`config.mk`:
```
export PLATFORM = sky130hd
export DESIGN_NAME = maxpool_relu_nch
export DESIGN_NICKNAME = d
export VERILOG_FILES = /design/src/rtl/maxpool_pkg.sv /design/src/rtl/pool_lane.sv /design/src/rtl/maxpool_relu_nch.sv
export SDC_FILE = /design/constraint.sdc
export NUM_CORES = 1
export LEC_CHECK = 0
export CORE_MARGIN = 8
export CORE_UTILIZATION = 64
export CTS_CLUSTER_DIAMETER = 30
export CTS_CLUSTER_SIZE = 30
export DETAILED_ROUTE_END_ITERATION = 7
export PLACE_DENSITY = 0.86
export SYNTH_ARGS = -nofsm -noshare
export SYNTH_HDL_FRONTEND = slang
export SYNTH_SLANG_ARGS = --single-unit
```
`constraint.sdc`:
```
create_clock -name clk -period 5 [get_ports clk]
set_clock_uncertainty 0.15 [all_clocks]
set_input_delay 0.5 -clock clk [delete_from_list [all_inputs] [get_ports clk]]
set_output_delay 0.5 -clock clk [all_outputs]
set_load 0.01 [all_outputs]
```
`src/rtl/maxpool_pkg.sv`:
```
// Shared constants and per-sample helpers for the N-channel max-pool + ReLU stage.
// Optional feature macro: MAXPOOL_LEAKY_RELU_EN (leaky ReLU, slope 1/8, instead of clamp to 0).
package maxpool_pkg;

  localparam int DATA_W_DEF  = 12;
  localparam int CH_DEF      = 3;
  localparam int LEAKY_SHIFT = 3;

  // Helpers work on a wide signed type; callers sign-extend in and size-cast out.
  localparam int WIDE_W = 32;
  typedef logic signed [WIDE_W-1:0] wide_t;

  // Signed max, strict greater-than: on a tie the first operand (the buffered value) wins.
  function automatic wide_t smax(input wide_t a, input wide_t b);
    return (b > a) ? b : a;
  endfunction

  // ReLU with runtime bypass; en=0 passes the value unchanged.
  function automatic wide_t relu(input wide_t x, input logic en);
    wide_t r;
    r = x;
    if (en && (x < 0)) begin
`ifdef MAXPOOL_LEAKY_RELU_EN
      r = x >>> LEAKY_SHIFT;
`else
      r = '0;
`endif
    end
    return r;
  endfunction

endpackage

```
`src/rtl/pool_lane.sv`:
```
// One channel of the pooling datapath: line-buffer entry update, window max and ReLU.
// Leaky ReLU variant selected by MAXPOOL_LEAKY_RELU_EN (see maxpool_pkg).
module pool_lane
  import maxpool_pkg::*;
#(
  parameter int DATA_W = DATA_W_DEF,
  parameter int DEPTH  = 4,
  parameter int IDX_W  = 2
) (
  input  logic              clk,
  input  logic              upd,
  input  logic              load,
  input  logic [IDX_W-1:0]  idx,
  input  logic [DATA_W-1:0] din,
  input  logic              relu_en,
  output logic [DATA_W-1:0] result
);

  logic signed [DATA_W-1:0] line_buf [DEPTH];
  logic signed [DATA_W-1:0] held;
  logic signed [DATA_W-1:0] samp;
  logic signed [DATA_W-1:0] win_max;

  // Running max of the buffered partial window and the incoming sample, then ReLU.
  always_comb begin
    held    = line_buf[idx];
    samp    = $signed(din);
    win_max = DATA_W'(smax(wide_t'(held), wide_t'(samp)));
    result  = DATA_W'(relu(wide_t'(win_max), relu_en));
  end

  // Buffer contents are don't-care after reset, so no reset on the array.
  always_ff @(posedge clk) begin
    if (upd) begin
      line_buf[idx] <= load ? samp : win_max;
    end
  end

endmodule

```
`src/rtl/maxpool_relu_nch.sv`:
```
// 2x2 stride-2 max pooling + ReLU over a raster-order stream of CH signed channels.
// Owns the column/row counters, the framing flags and the output registers.
// Optional feature macro: MAXPOOL_LEAKY_RELU_EN (leaky ReLU, handled in maxpool_pkg::relu).
module maxpool_relu_nch
  import maxpool_pkg::*;
#(
  parameter int DATA_W = DATA_W_DEF,
  parameter int CH     = CH_DEF,
  parameter int IN_W   = 8,
  parameter int IN_H   = 8
) (
  input  logic                 clk,
  input  logic                 rst,
  input  logic                 valid_in,
  input  logic [CH*DATA_W-1:0] data_in,
  input  logic                 relu_en,
  output logic [CH*DATA_W-1:0] data_out,
  output logic                 valid_out,
  output logic                 row_last,
  output logic                 frame_last
);

  localparam int COL_W  = $clog2(IN_W / 2) + 1;
  localparam int ROW_W  = $clog2(IN_H / 2) + 1;
  localparam int HALF_W = IN_W / 2;
  localparam int HALF_H = IN_H / 2;
  localparam int IDX_W  = (HALF_W > 1) ? $clog2(HALF_W) : 1;

  localparam logic [COL_W-1:0] PcolLast = COL_W'(HALF_W - 1);
  localparam logic [ROW_W-1:0] ProwLast = ROW_W'(HALF_H - 1);

  if (((IN_W % 2) != 0) || (IN_W < 2)) begin : g_bad_in_w
    $error("maxpool_relu_nch: IN_W must be even and >= 2");
  end
  if (((IN_H % 2) != 0) || (IN_H < 2)) begin : g_bad_in_h
    $error("maxpool_relu_nch: IN_H must be even and >= 2");
  end
  if ((DATA_W < 1) || (DATA_W > WIDE_W)) begin : g_bad_data_w
    $error("maxpool_relu_nch: DATA_W must be in 1..32");
  end

  logic             pair_q, pair_d;     // 1 = current input column is odd
  logic             rphase_q, rphase_d; // 1 = current input row is odd
  logic [COL_W-1:0] pcol_q, pcol_d;
  logic [ROW_W-1:0] prow_q, prow_d;

  logic                 complete;
  logic                 lane_upd;
  logic                 lane_load;
  logic [CH*DATA_W-1:0] pooled;

  logic [CH*DATA_W-1:0] data_out_q;
  logic                 valid_out_q;
  logic                 row_last_q;
  logic                 frame_last_q;

  // The 4th window sample (odd row, odd column) produces a result instead of a buffer write.
  assign complete  = valid_in & rphase_q & pair_q;
  assign lane_upd  = valid_in & ~(rphase_q & pair_q);
  assign lane_load = ~rphase_q & ~pair_q;

  // Position counters advance only on accepted pixels; everything holds during gaps.
  always_comb begin
    pair_d   = pair_q;
    pcol_d   = pcol_q;
    rphase_d = rphase_q;
    prow_d   = prow_q;
    if (valid_in) begin
      pair_d = ~pair_q;
      if (pair_q) begin
        if (pcol_q == PcolLast) begin
          pcol_d   = '0;
          rphase_d = ~rphase_q;
          if (rphase_q) begin
            prow_d = (prow_q == ProwLast) ? '0 : prow_q + 1'b1;
          end
        end else begin
          pcol_d = pcol_q + 1'b1;
        end
      end
    end
  end

  // Counter state register; reset discards any partial frame.
  always_ff @(posedge clk) begin
    if (rst) begin
      pair_q   <= 1'b0;
      pcol_q   <= '0;
      rphase_q <= 1'b0;
      prow_q   <= '0;
    end else begin
      pair_q   <= pair_d;
      pcol_q   <= pcol_d;
      rphase_q <= rphase_d;
      prow_q   <= prow_d;
    end
  end

  for (genvar c = 0; c < CH; c++) begin : g_lane
    pool_lane #(
      .DATA_W (DATA_W),
      .DEPTH  (HALF_W),
      .IDX_W  (IDX_W)
    ) u_lane (
      .clk     (clk),
      .upd     (lane_upd),
      .load    (lane_load),
      .idx     (pcol_q[IDX_W-1:0]),
      .din     (data_in[c*DATA_W +: DATA_W]),
      .relu_en (relu_en),
      .result  (pooled[c*DATA_W +: DATA_W])
    );
  end

  // Output registers: one-cycle valid pulse with framing flags, data held between outputs.
  always_ff @(posedge clk) begin
    if (rst) begin
      data_out_q   <= '0;
      valid_out_q  <= 1'b0;
      row_last_q   <= 1'b0;
      frame_last_q <= 1'b0;
    end else begin
      valid_out_q  <= complete;
      row_last_q   <= complete && (pcol_q == PcolLast);
      frame_last_q <= complete && (pcol_q == PcolLast) && (prow_q == ProwLast);
      if (complete) begin
        data_out_q <= pooled;
      end
    end
  end

  assign data_out   = data_out_q;
  assign valid_out  = valid_out_q;
  assign row_last   = row_last_q;
  assign frame_last = frame_last_q;

endmodule
```
==> impl_metrics.csv <==
group,metric,value,unit
clock_network,cts_buffers,17,
power,switching_component_of_the_power,0.00125,W
clock_network,cts-htree-levels,4,
logic_synthesis,main_flop_type_after_synthesis,"sky130_fd_sc_hd__edfxtp_1",
power,power_per_cell_area,357,nW/µm²
placed_design,post_dp_hpwl,15300,µm
die,fp.coreArea,15700,µm²
detailed_routing,routed_wirelength,23800,µm
cells_and_area,num_antenna_cells,0,
power,clkPwrFrac,33.0,%
sta,drv_slew,0,
global_routing,globalRouteOverflowTotal,0,
sta,tightestPinTransition,1.25,ns
placed_design,portBuffers,78,
cells_and_area,sequential_cell_area,5310,µm²
die,die_h,142,µm
placed_design,gp_routability_congestion,0.882,
die,die_width,142,µm
die,floorplan.io_pins,79,
sta,setup_viol,0,
global_routing,grtUsageTotal,24.3,%
power,switching_share,29.7,%
worst_setup_path,timing.critical_path.arrival,4.37,ns
clock_network,cts_post_setup_buffers_inserted,0,
sta,final-hold-violation-count,0,
global_routing,via_count_of_the_first_global_routing_pass,7400,
cells_and_area,final_layout_size_suffix_gt1_share,16.1,%
worst_setup_path,critical_path.max_fanout,19,
detailed_routing,dr_total_vias,7498,
clock_network,cts_resized,0,
power,peak_vdd_ir,0.000283,V
worst_setup_path,critPathKind,"reg2reg",
power,share_comb_of_total_power,23.1,%
logic_synthesis,post_synth_num_cell_types,61,
detailed_routing,post_drt_wl_per_cell,20.0,µm
min_path,hold_path_class,"reg2reg",
sta,highest_clock_rate,0.232,GHz
logic_synthesis,post_synth.cell_area_avg,11.4,µm²
logic_synthesis,number_of_enable_type_register_cells_in_the_synthesized_netlist,144,
detailed_routing,first_pass_iters,5,
clock_network,cts-hold-fix-buffers,0,
logic_synthesis,postSynth.asyncResetShare,0,%
cells_and_area,multiInputGateArea,4510,µm²
power,total_power,0.00420,W
die,die_area,20200,µm²
placed_design,placement.setup.worst_slack,0.830,ns
power,internal-power,0.00295,W
logic_synthesis,synth_cells,893,
detailed_routing,drc,0,
cells_and_area,fillCellCount,1030,
power,leak,4.28,nW
clock_network,cts.sinks,193,
cells_and_area,area_growth_syn_to_fin,15.5,%
logic_synthesis,yosys_warnings,0,
detailed_routing,routed_via_density,6.31,
sta,period_minus_slack,4.31,ns
power,power.share.sequential,43.9,%
global_routing,grt_antenna_before_repair,0,
worst_setup_path,cp.required,5.06,ns
clock_network,root_buffer,"sky130_fd_sc_hd__clkbuf_16",
logic_synthesis,seq_area_frac_synth,52.0,%
sta,setup_tns,0,ns
clock_network,clkLatencyLatePin,0.44,ns
clock_network,clock_tree.buffer_depth,2,
global_routing,grt_start_max_net_pins,57,
sta,final_critical_path_setup_slack,0.688,ns
min_path,start_point_of_the_worst_hold_path,"prow_q[2]",
detailed_routing,drtIter0Drc,625,
logic_synthesis,postSynthRegisterBits,193,
sta,rsz0062_at_grt,"false",
outcome,outcome,"finished clean",
cells_and_area,finalNetCount,1041,
clock_network,tritoncts,"yes",
worst_setup_path,cp-start-kind,"flop",
logic_synthesis,synthesis.nets,974,
run,max_cap_viol_count,0,
die,initial_utilization,64.9,%
sta,fin_crit_sh,86.2,%
global_routing,grt_pass1_wl,38100,µm
die,number_of_standard_cell_rows_in_the_floorplan,46,
clock_network,cts.clk_slew.worst_paths,0.07,ns
logic_synthesis,mappedNetlistArea,10200,µm²
worst_setup_path,setup.worst_path.end_class,"flop",
sta,max-slew-margin-rel,16.5,%
detailed_routing,antenna_left,0,
## power by group through the flow
stage / registers, W / logic [W] / clock network (W)
2_1_floorplan: 0.00186 / 0.000716 / 0
3_3_place_gp: 0.00187 / 0.000909 / 0
3_5_place_dp: 0.00188 / 0.000939 / 0
4_1_cts: 0.00184 / 0.000956 / 0.00139
5_1_grt: 0.00185 / 0.00106 / 0.00145
6_report: 0.00184 / 0.000972 / 0.00139
## final timing paths
kind                                       to  slack, ns  depth (start not counted)
max reg2reg  g_lane[0].u_lane.line_buf[0][10]       0.69                         11
min reg2reg                        frame_last       0.30                          1
max          g_lane[0].u_lane.line_buf[0][10]       0.69                         11
min                                frame_last       0.30                          1
## registers in the layout (all words and copies together), names as in the netlist, named ones only
signal and flops:
data_out 36, prow_q 3, row_last 1, pcol_q 3, frame_last 1, valid_out 1
pair_q 1, rphase_q 1, g_lane.u_lane.line_buf 144
## cells by family after synthesis
family	share of synthesized area (%)
and+or+nand+nor	11.8
AOI/OAI and AO/OA	13.9
DFF	52.0
muxes	13.2
buffers and inverters	3.85
adders and majority gates	5.03
xor gates and xnor gates	0.172
## area by class of cell
class	instances	share of cell area, %
clock buffer	20	4.25
multi-input combinational	620	38.3
tap	216	2.29
sequential	193	45.1
inverter	25	0.797
timing repair buffer	103	8.33
clock inverter	12	0.935
## placed cells by master (no fill, tap or decap), types with 18 or more instances in the layout
master                            count
sky130_fd_sc_hd__nor2_1              85
sky130_fd_sc_hd__clkbuf_16           20
sky130_fd_sc_hd__nor2b_1             24
sky130_fd_sc_hd__a221o_1             24
sky130_fd_sc_hd__clkdlybuf4s50_1     78
sky130_fd_sc_hd__ha_1                41
sky130_fd_sc_hd__a21oi_1             72
sky130_fd_sc_hd__inv_1               18
sky130_fd_sc_hd__o21ai_1             45
sky130_fd_sc_hd__mux2_2              37
sky130_fd_sc_hd__nand2_1             92
sky130_fd_sc_hd__buf_4               24
sky130_fd_sc_hd__edfxtp_1           144
sky130_fd_sc_hd__mux2i_1             47
sky130_fd_sc_hd__dfxtp_1             47
## through the flow
stage | utilization (%) | cells | hold WS (ns) | cell area [µm²]
4_1_cts | 75.0 | 1189 | 0.297 | 11800
2_1_floorplan | - | 893 | 0.266 | 10200
5_1_grt | 75.0 | 1189 | 0.318 | 11800
3_3_place_gp | 71.1 | 1157 | 0.281 | 11200
6_report | 75.0 | 1189 | 0.298 | 11800
3_5_place_dp | 71.1 | 1157 | 0.283 | 11200
## routing by layer
| layer | track usage, % | routed length (µm) | up-vias |
|---|---|---|---|
| met1 | 30.2 | 9660 | 3602 |
| met5 | 0 | 0 | - |
| met4 | 11.7 | 692 | 0 |
| li1 | - | - | 3486 |
| met3 | 4.13 | 1640 | 56 |
| met2 | 40.4 | 11800 | 354 |
## Yosys cell counts, drive strengths merged (3+ instances only)
cell type	instances	area (µm²)
a211oi	5	47.5
a21o	4	30.0
a21oi	82	444
a221o	24	240
a22o	10	87.6
and3	4	25.0
buf	31	208
clkbuf	24	91.3
dfxtp	49	981
edfxtp	144	4320
ha	41	513
inv	25	93.8
mux2	48	541
mux2i	47	470
mux4	15	338
nand2	92	345
nand2b	3	18.8
nand3	16	85.1
nand4	9	75.1
nor2	85	319
nor2b	24	150
nor3	8	60.1
nor4	3	18.8
o211ai	3	32.5
o21ai	57	300
o221ai	10	87.6
or2	5	31.3
or3	3	28.8
## worst max-delay path, stage by stage (launching register included)
cell	delay, ns
sky130_fd_sc_hd__dfxtp_2	0.65
sky130_fd_sc_hd__buf_12	0.24
sky130_fd_sc_hd__mux2_1	0.36
sky130_fd_sc_hd__o21ai_1	0.40
sky130_fd_sc_hd__ha_1	0.36
sky130_fd_sc_hd__a21oi_1	0.19
sky130_fd_sc_hd__a211oi_2	0.14
sky130_fd_sc_hd__nor3_2	0.55
sky130_fd_sc_hd__buf_4	0.27
sky130_fd_sc_hd__mux2i_1	0.27
sky130_fd_sc_hd__a21oi_2	0.11
sky130_fd_sc_hd__a21oi_1	0.37
Power figures use the tool's default switching activity.
